$ cat config.mk
export PLATFORM = sky130hd
export DESIGN_NAME = key_debounce_fsm
export DESIGN_NICKNAME = d
export VERILOG_FILES = /design/src/rtl/key_debounce_pkg.sv /design/src/rtl/key_debounce_channel.sv /design/src/rtl/key_debounce_fsm.sv
export SDC_FILE = /design/constraint.sdc
export NUM_CORES = 1
export LEC_CHECK = 0
export CAP_MARGIN = 25
export CORE_ASPECT_RATIO = 1.2
export CORE_MARGIN = 2
export CORE_UTILIZATION = 60
export DETAILED_ROUTE_END_ITERATION = 7
export PLACE_DENSITY = 0.77
export REMOVE_ABC_BUFFERS = 1
export SYNTH_ARGS = -nofsm -noshare
export SYNTH_HDL_FRONTEND = slang
export SYNTH_SLANG_ARGS = --single-unit
$ cat constraint.sdc
create_clock -name clk -period 2.1 [get_ports clk]
set_input_delay 0.63 -clock clk [delete_from_list [all_inputs] [get_ports clk]]
set_output_delay 0.63 -clock clk [all_outputs]
set_load 0.02 [all_outputs]
$ cat src/rtl/key_debounce_pkg.sv
// key_debounce_pkg: per-channel debounce state encoding and default timing parameters
package key_debounce_pkg;
   typedef enum logic [1:0] {IDLE, PRESS_WAIT, HELD, RELEASE_WAIT} state_t;
   localparam int DEBOUNCE_CYCLES_DEF = 1_000_000;
   localparam int LONG_CYCLES_DEF = 100_000_000;
endpackage

$ cat src/rtl/key_debounce_channel.sv
// key_debounce_channel: one button's synchronizer, debounce FSM and event pulses
// Long-press detection is built only when KEY_LONG_PRESS_EN is defined.
module key_debounce_channel
   import key_debounce_pkg::*;
#(
   parameter int DEBOUNCE_CYCLES = DEBOUNCE_CYCLES_DEF,
   parameter int LONG_CYCLES = LONG_CYCLES_DEF
) (
   input  logic clk,
   input  logic rst_n,
   input  logic key_raw_i,
   output logic level_o,
   output logic press_o,
   output logic release_o,
   output logic long_o
);
   localparam int CW = $clog2(DEBOUNCE_CYCLES + 1);
   localparam logic [CW-1:0] CMAX = CW'(DEBOUNCE_CYCLES);
   logic s1_q, s_q;
   state_t state_q, state_d;
   logic [CW-1:0] cnt_q, cnt_d;
   logic level_q, level_d, press_q, press_d, release_q, release_d;
   always_ff @(posedge clk or negedge rst_n) begin
      if (!rst_n) begin
         s1_q <= 1'b0;
         s_q <= 1'b0;
         state_q <= IDLE;
         cnt_q <= '0;
         level_q <= 1'b0;
         press_q <= 1'b0;
         release_q <= 1'b0;
      end else begin
         s1_q <= key_raw_i;
         s_q <= s1_q;
         state_q <= state_d;
         cnt_q <= cnt_d;
         level_q <= level_d;
         press_q <= press_d;
         release_q <= release_d;
      end
   end
   // A completing edge still needs s at that edge; otherwise the bounce path wins.
   always_comb begin
      state_d = state_q;
      cnt_d = cnt_q;
      level_d = level_q;
      press_d = 1'b0;
      release_d = 1'b0;
      case (state_q)
         IDLE:
            if (s_q) begin
               state_d = PRESS_WAIT;
               cnt_d = CW'(1);
            end
         PRESS_WAIT:
            if (!s_q) begin
               state_d = IDLE;
               cnt_d = '0;
            end else if (cnt_q == CMAX) begin
               state_d = HELD;
               cnt_d = '0;
               level_d = 1'b1;
               press_d = 1'b1;
            end else cnt_d = cnt_q + 1'b1;
         HELD:
            if (!s_q) begin
               state_d = RELEASE_WAIT;
               cnt_d = CW'(1);
            end
         RELEASE_WAIT:
            if (s_q) begin
               state_d = HELD;
               cnt_d = '0;
            end else if (cnt_q == CMAX) begin
               state_d = IDLE;
               cnt_d = '0;
               level_d = 1'b0;
               release_d = 1'b1;
            end else cnt_d = cnt_q + 1'b1;
         default: state_d = IDLE;
      endcase
   end
   assign level_o = level_q;
   assign press_o = press_q;
   assign release_o = release_q;
`ifdef KEY_LONG_PRESS_EN
   localparam int LW = $clog2(LONG_CYCLES + 1);
   localparam logic [LW-1:0] LMAX = LW'(LONG_CYCLES);
   logic [LW-1:0] lcnt_q, lcnt_d;
   logic long_q, long_d, lrun;
   // The release edge itself does not count, so key_long never coincides with key_release.
   always_comb begin
      lrun = (state_q == HELD || state_q == RELEASE_WAIT) && state_d != IDLE && lcnt_q != LMAX;
      lcnt_d = (state_q == PRESS_WAIT && state_d == HELD) ? '0 : lrun ? lcnt_q + 1'b1 : lcnt_q;
      long_d = lrun && lcnt_q == LMAX - 1'b1;
   end
   always_ff @(posedge clk or negedge rst_n) begin
      if (!rst_n) begin
         lcnt_q <= '0;
         long_q <= 1'b0;
      end else begin
         lcnt_q <= lcnt_d;
         long_q <= long_d;
      end
   end
   assign long_o = long_q;
`else
   assign long_o = 1'b0;
`endif
endmodule

$ cat src/rtl/key_debounce_fsm.sv
// key_debounce_fsm: N_KEYS independent button conditioners giving level and press/release/long pulses
// Optional long-press events are enabled by defining KEY_LONG_PRESS_EN.
module key_debounce_fsm
   import key_debounce_pkg::*;
#(
   parameter int N_KEYS = 2,
   parameter int DEBOUNCE_CYCLES = DEBOUNCE_CYCLES_DEF,
   parameter int LONG_CYCLES = LONG_CYCLES_DEF
) (
   input  logic              clk,
   input  logic              rst_n,
   input  logic [N_KEYS-1:0] key_raw,
   output logic [N_KEYS-1:0] key_level,
   output logic [N_KEYS-1:0] key_press,
   output logic [N_KEYS-1:0] key_release,
   output logic [N_KEYS-1:0] key_long
);
   if (N_KEYS < 1 || DEBOUNCE_CYCLES < 2 || LONG_CYCLES < 2) begin : g_bad_param
      $error("key_debounce_fsm: parameter out of range");
   end
   for (genvar i = 0; i < N_KEYS; i++) begin : g_ch
      key_debounce_channel #(
         .DEBOUNCE_CYCLES(DEBOUNCE_CYCLES),
         .LONG_CYCLES(LONG_CYCLES)
      ) u_ch (
         .clk(clk),
         .rst_n(rst_n),
         .key_raw_i(key_raw[i]),
         .level_o(key_level[i]),
         .press_o(key_press[i]),
         .release_o(key_release[i]),
         .long_o(key_long[i])
      );
   end
endmodule

-- Word level (Yosys, flattened, before mapping)
Index checks and enable logic that the tools add are counted.
- register bits: 54
- bits of input ports: 4
- output and inout bits: 8
- logic and storage cells: 96
- add/sub/neg operators: 2
- eq/ne operators: 24
- mux-type cells: 46
- reductions and logical operators: 10
- operators by type and width (operator ; count):
    two-way mux 20 bit ; 10
    case mux 20 bit (4 select lines) ; 2
    adder 20 x 1 -> 20 bit, second input constant ; 2
    equality test 20 bit, second input constant ; 2
    two-way mux 2 bit ; 12
    two-way mux 1 bit ; 18
    != test 2 x 1 -> 1 bit, second input constant ; 8
    case mux 2 bit (4 select lines) ; 2
    AND reduction 5 bit ; 2
    equality test 2 bit, second input constant ; 4
    != test 2 bit, second input constant ; 4
    AND reduction 4 bit ; 2
    != test 3 x 1 -> 1 bit, second input constant ; 2
    != test 3 bit, second input constant ; 2
    equality test 2 x 1 -> 1 bit, second input constant ; 2
    logical NOT 2 bit ; 2
    case mux 1 bit (2 select lines) ; 2
    AND reduction 2 bit ; 2
    nonzero test 2 bit ; 2

-- Longest topological paths before layout
Gate-level depths: netlist of the first run.
- depth after elaboration: 4
- depth in mapped cells: 9
- mapped depth without buffers: 7

-- By module
From an unflattened synthesis of the first run, not the netlist that was laid out.
- cells, all modules: 302
- area total of the unflattened synthesis: 2922.8 µm²
- modules (own cells, without submodules) (module ; instances ; cells an instance ; area each (µm²) ; sequential area each (µm²)):
    key_debounce_channel (g_ch[1].u_ch) ; 1 ; 152 ; 1465.2 ; 675.6
    key_debounce_channel (g_ch[0].u_ch) ; 1 ; 150 ; 1457.6 ; 675.6

-- Least setup slack after synthesis of the first run
OpenSTA, ideal clock, no wires.
- path type: reg2reg
- start point: register g_ch[0].u_ch.cnt_q[15]
- end point: register g_ch[0].u_ch.cnt_q[2]
- setup time: 0.139 ns
- arrival: 1.748 ns
- data required time: 1.961 ns
- slack: 0.213 ns
- stages on the path, launching flop included: 8
- buffers on the path: 2
- period minus slack after synthesis: 1.887 ns
- cells stage by stage: dfrtp_1 > or4b_4 > nor4_4 > a21oi_2 > buf_6 > buf_8 > a21oi_1 > a31oi_1
- word-level cells in the longest chain between the ends: 4
- elaborated cells on any way between the ends: 5
- classes of those cells: 1 x eq/ne; 4 x mux
- ends and longest elaborated chain (element ; RTL line ; text):
    start: declaration ; key_debounce_channel.sv:21 ; logic [CW-1:0] cnt_q, cnt_d;
    start signal: assignment ; key_debounce_channel.sv:36 ; cnt_q <= cnt_d;
    equality test 20 bit (*) ; key_debounce_channel.sv:59, key_debounce_channel.sv:74 ;
    two-way mux 20 bit (*) ; key_debounce_channel.sv:59, key_debounce_channel.sv:74 ;
    two-way mux 20 bit, on equally long branches ; key_debounce_channel.sv:71, key_debounce_channel.sv:56 ;
    case mux 20 bit (4 select lines) (*) ; key_debounce_channel.sv:49 ; case (state_q)
Every way passes the cells marked *; elsewhere a longest branch is shown, timed or not.
A chain may end at the register's enable or synchronous reset.

-- Worst setup path in the final report of the first run
- start point: register g_ch[0].u_ch.cnt_q[13]
- end point: register g_ch[0].u_ch.cnt_q[5]
The elaborated chain is that of the path after synthesis.

==> results, run 1 <==
- The sequential share of the synthesized area is a little under half.
- The multi-input combinational cell area is between 0.001 and 0.0015 mm^2.
- The number of register bits inferred by synthesis is 54.
- The largest fanout of any net on the critical path is 8.
- In the routed layout, each cell is associated on average with a via count of between 6 and 7.
- The number of hold-slack violations in the final timing report came to 0.
- The most common cell in the synthesized netlist is sky130_fd_sc_hd__dfrtp_1.
- Power spread over the standard cell area amounts to ~750 mW/mm^2.
- The first-pass detailed-route iteration total is 4.
- For this design the static power due to leakage is roughly 1.3 nW.
- The worst reg-to-reg setup slack is 0.11 ns.
- In this run the critical register-to-register path is captured at g_ch[0].u_ch.cnt_q[5].
- Entering global routing, the biggest net connects 55 pins.
- The critical path launch point type is a flip-flop.
- The row count is 27.
- During placement, the flow inserted port buffers numbering 9.
- The die is slightly below 70 um wide.
- The maximum level of the CTS H-tree is 2.
- The peak ir drop on the vdd network is 0.439 mV.
- The number of antenna diodes in the final layout is 0.
- In this run, the number of DRC markers left after iteration 0 of detailed routing was ~160.
- The CTS buffer count is 5.
- The critical path is of the flip-flop to flip-flop type.
- The flow ran to the end, and the final reports show no timing, DRC or antenna violations.
- Once the floorplan was initialized, standard cells occupied 62.6% of the core.
- Adding up every negative setup slack in the final design gives 0 ns.
- The capture point of the critical path is g_ch[0].u_ch.cnt_q[5].
- The kind of path behind the tightest hold check is primary input to asynchronous set/reset pin.
- Counting cells, the worst reg-to-reg path comes to 6.
- The most critical setup path has its startpoint at g_ch[0].u_ch.cnt_q[13].
- The clock arrives with ~0.007 ns of skew.
- The number of antenna violations at the first check in global routing came to 0.
- The final-layout fill cell count is roughly 390.
- The data arrival at the endpoint of the critical path is 2.20 ns.
- The total global-route track usage is between 20% and 30%.
- The number of pins exceeding their max-slew limit in the final report is 0.
- Setup repair after global routing left no endpoint under its margin.
- Synthesis produced a netlist whose cell count is 311.
- Across the whole layout, storage elements account for approximately 0.0014 mm^2.
- The mean instance size in the synthesized netlist is between 9 and 10 um^2.
- The smallest setup slack after layout is 0.106 ns.
- The number of buffers on the longest clock path is 2.
- The residual antenna-violating net count after detailed routing is 0.
- The number of enable flip-flop cells after synthesis is 0.
- The final critical delay including setup and external delays is between 1.5 and 2 ns.
- The total congestion overflow after global routing is 0.
- The post-route DRC violation count is 0.
- The detail-routed net length per standard cell is 15.0 um.
- In this run the critical register-to-register path is launched from g_ch[0].u_ch.cnt_q[13].
- The distinct cell type count after synthesis is 49.
- During synthesis, Yosys emitted a total of 0 warnings.
- The die covers 0.00540 mm^2.
- Of all cell types, the one taking the most synthesized area is sky130_fd_sc_hd__dfrtp_1.
- The max-capacitance violation count is 0.
- The total design power is between 0.002 and 0.0025 W.
- Cells fill around 70% of the core in the end.
- The data required time of the critical path is about 2.3 ns.
- Static timing analysis puts the maximum clock frequency at approximately 0.50 GHz.
- After synthesis, the share of flip-flops with an asynchronous set or reset is 100%.
- Measured along the y axis, the die boundary spans roughly 80 um.
- The final weighted congestion in routability-driven placement is approximately 0.84.
- Ranked by total cell area, the synthesized netlist is headed by sky130_fd_sc_hd__dfrtp_1 47%, sky130_fd_sc_hd__a31oi_1 7.1%, sky130_fd_sc_hd__nand2_1 5.7%.
- Compared with the post-synthesis result, the final layout area differs by 11.2%.
- The first global-routing pass estimated approximately 10 mm of wire.
- Timing analysis after detailed placement gives a worst setup slack of 0.0673 ns.
- TritonCTS built the clock tree.
- The worst setup path is captured at a flip-flop.
- The cell sitting at the root of the clock tree is a sky130_fd_sc_hd__clkbuf_8.
- The clock sink count is 54.
- Of the post-synthesis cell area, the dominant cell type holds a little under half.
- The total detailed-routing wirelength is between 5 and 6 mm.
- The share of the clock period used by the worst path after layout is between 90% and 100%.
- The share of cells above drive strength 1 is about 14%.
- The HPWL after detailed placement is 4.09 mm.
- The post-layout net count is ~340.
- 12 I/O pins were placed.
- The clock insertion delay at the later pin of the skew report is roughly 0.3 ns.
- Clock-pin slew was measured on the worst setup and hold paths at 0.09 ns.
- The cell area after synthesis is between 0.002 and 0.003 mm^2.
- Setup violations remaining at the end of the flow were counted as 0.
- By count the netlist is led by 54 x sky130_fd_sc_hd__dfrtp_1, 44 x sky130_fd_sc_hd__nand2_1, 33 x sky130_fd_sc_hd__a31oi_1.
- The core region is roughly 0.0046 mm^2.
- The number of global-route vias before repair is 2257.
- Summing over every cut layer, the via total after detailed routing is between 2000 and 2500.
- The dominant register cell in the synthesized netlist is sky130_fd_sc_hd__dfrtp_1.
## per-stage QoR
stage | instances | cell area [um^2] | hold WS, ns
after global routing | 388 | 3220 | 0.310
after floorplan | 291 | 2760 | 0.331
after detailed placement | 380 | 3120 | 0.335
final | 388 | 3220 | 0.292
after global placement | 380 | 3120 | 0.332
after CTS | 388 | 3210 | 0.312
## critical path: stages, from the launching register on
cell and delay, ns:
sky130_fd_sc_hd__dfrtp_1 0.41, sky130_fd_sc_hd__or4b_4 0.54, sky130_fd_sc_hd__nor4_4 0.28, sky130_fd_sc_hd__buf_4 0.18, sky130_fd_sc_hd__a21o_4 0.16, sky130_fd_sc_hd__o21ai_1 0.07, sky130_fd_sc_hd__a22o_1 0.24
## layout by cell type (no fill, tap or decap), types with 2 or more instances in the layout
cell type                         count
sky130_fd_sc_hd__conb_1               2
sky130_fd_sc_hd__a22o_1               2
sky130_fd_sc_hd__or4b_1               4
sky130_fd_sc_hd__clkdlybuf4s50_1      8
sky130_fd_sc_hd__or4_1                2
sky130_fd_sc_hd__nor3_2               2
sky130_fd_sc_hd__a41oi_1              8
sky130_fd_sc_hd__a31oi_1             33
sky130_fd_sc_hd__o21a_1               2
sky130_fd_sc_hd__xor2_1               2
sky130_fd_sc_hd__o21ai_1              5
sky130_fd_sc_hd__nand2_1             44
sky130_fd_sc_hd__buf_12               3
sky130_fd_sc_hd__and4_1               2
sky130_fd_sc_hd__inv_1               12
sky130_fd_sc_hd__nand3_1             21
sky130_fd_sc_hd__a21oi_2              3
sky130_fd_sc_hd__nand2b_1             4
sky130_fd_sc_hd__nor4_2               3
sky130_fd_sc_hd__dfrtp_1             54
sky130_fd_sc_hd__nor3_1               3
sky130_fd_sc_hd__ha_1                 4
sky130_fd_sc_hd__nand4_1              6
sky130_fd_sc_hd__clkbuf_8             6
sky130_fd_sc_hd__nor4_1               2
sky130_fd_sc_hd__a21oi_1             20
sky130_fd_sc_hd__mux2i_1              4
sky130_fd_sc_hd__or2_2                2
sky130_fd_sc_hd__buf_4               19
sky130_fd_sc_hd__nor2_1              19
sky130_fd_sc_hd__and3_1               3
sky130_fd_sc_hd__o21ai_0              6
## area by class of cell
type	instances	share of cell area [%]
clock buffers	7	2.68
clock inverters	1	0.155
inverters	12	1.40
multi-input cells	225	42.7
flip-flops and latches	54	41.9
well taps	58	2.25
repair buffers	31	8.93
## layer usage
layer  global-route usage (%)  share of wire [%]  up-vias
met5                        0                  0        -
met4                     8.37                1.8        0
met1                     30.3                 44     1132
met2                     42.4                 52       28
met3                     4.06                1.9       11
li1                         -                  -     1168
## registers in the layout, indices dropped and copies added (netlist names), named ones only
register,count
g_ch.u_ch.cnt_q,40
g_ch.u_ch.level_o,2
g_ch.u_ch.press_o,2
g_ch.u_ch.release_o,2
g_ch.u_ch.s1_q,2
g_ch.u_ch.s_q,2
g_ch.u_ch.state_q,2
## cell families after synthesis
kind of cell	after synthesis	synth area share [%]
xor gates and xnor gates	3	0.907
muxes	4	1.38
other	1	0.129
AOI/OAI and AO/OA	88	19.8
adders and majority gates	4	1.73
buffers and inverters	33	6.48
and+or+nand+nor	124	23.0
DFF	54	46.6
## worst min path at each step
stage / from / depth (start not counted) / to / slack [ns]
after floorplan: rst_n / 0 / asynchronous set/reset pin / 0.33
after detailed placement: g_ch[1].u_ch.s1_q / 0 / g_ch[1].u_ch.s_q / 0.33
final: rst_n / 2 / g_ch[0].u_ch.cnt_q[17] / 0.29
after global routing: rst_n / 2 / g_ch[0].u_ch.cnt_q[17] / 0.31
after global placement: g_ch[0].u_ch.s1_q / 0 / g_ch[0].u_ch.s_q / 0.33
after CTS: rst_n / 2 / g_ch[0].u_ch.cnt_q[17] / 0.31
## where the power goes
part | leakage [nW] | internal (W) | switching, W
clock | 0.0482 | 0.000267 | 0.000336
combinational | 0.564 | 0.000233 | 0.000373
sequential | 0.731 | 0.00110 | 0.0000968
## timing repair
| action | in CTS | in global routing |
|---|---|---|
| buffers inserted | 0 | 0 |
| endpoints found under the setup margin | 0 | 2 |
| resized for setup | 0 | 2 |
| hold buffers | 0 | 0 |
(Power assumes the default switching activity.)
==> inputs of run 2 (changes only) <==
--- a/config.mk
+++ b/config.mk
@@ -9,6 +9,7 @@
 export CORE_ASPECT_RATIO = 1.2
 export CORE_MARGIN = 2
 export CORE_UTILIZATION = 60
+export CTS_CLUSTER_DIAMETER = 100
 export DETAILED_ROUTE_END_ITERATION = 7
 export PLACE_DENSITY = 0.77
 export REMOVE_ABC_BUFFERS = 1
==> results of run 2 <==
The final DEF is identical to that of run 1; final timing and power are the same.
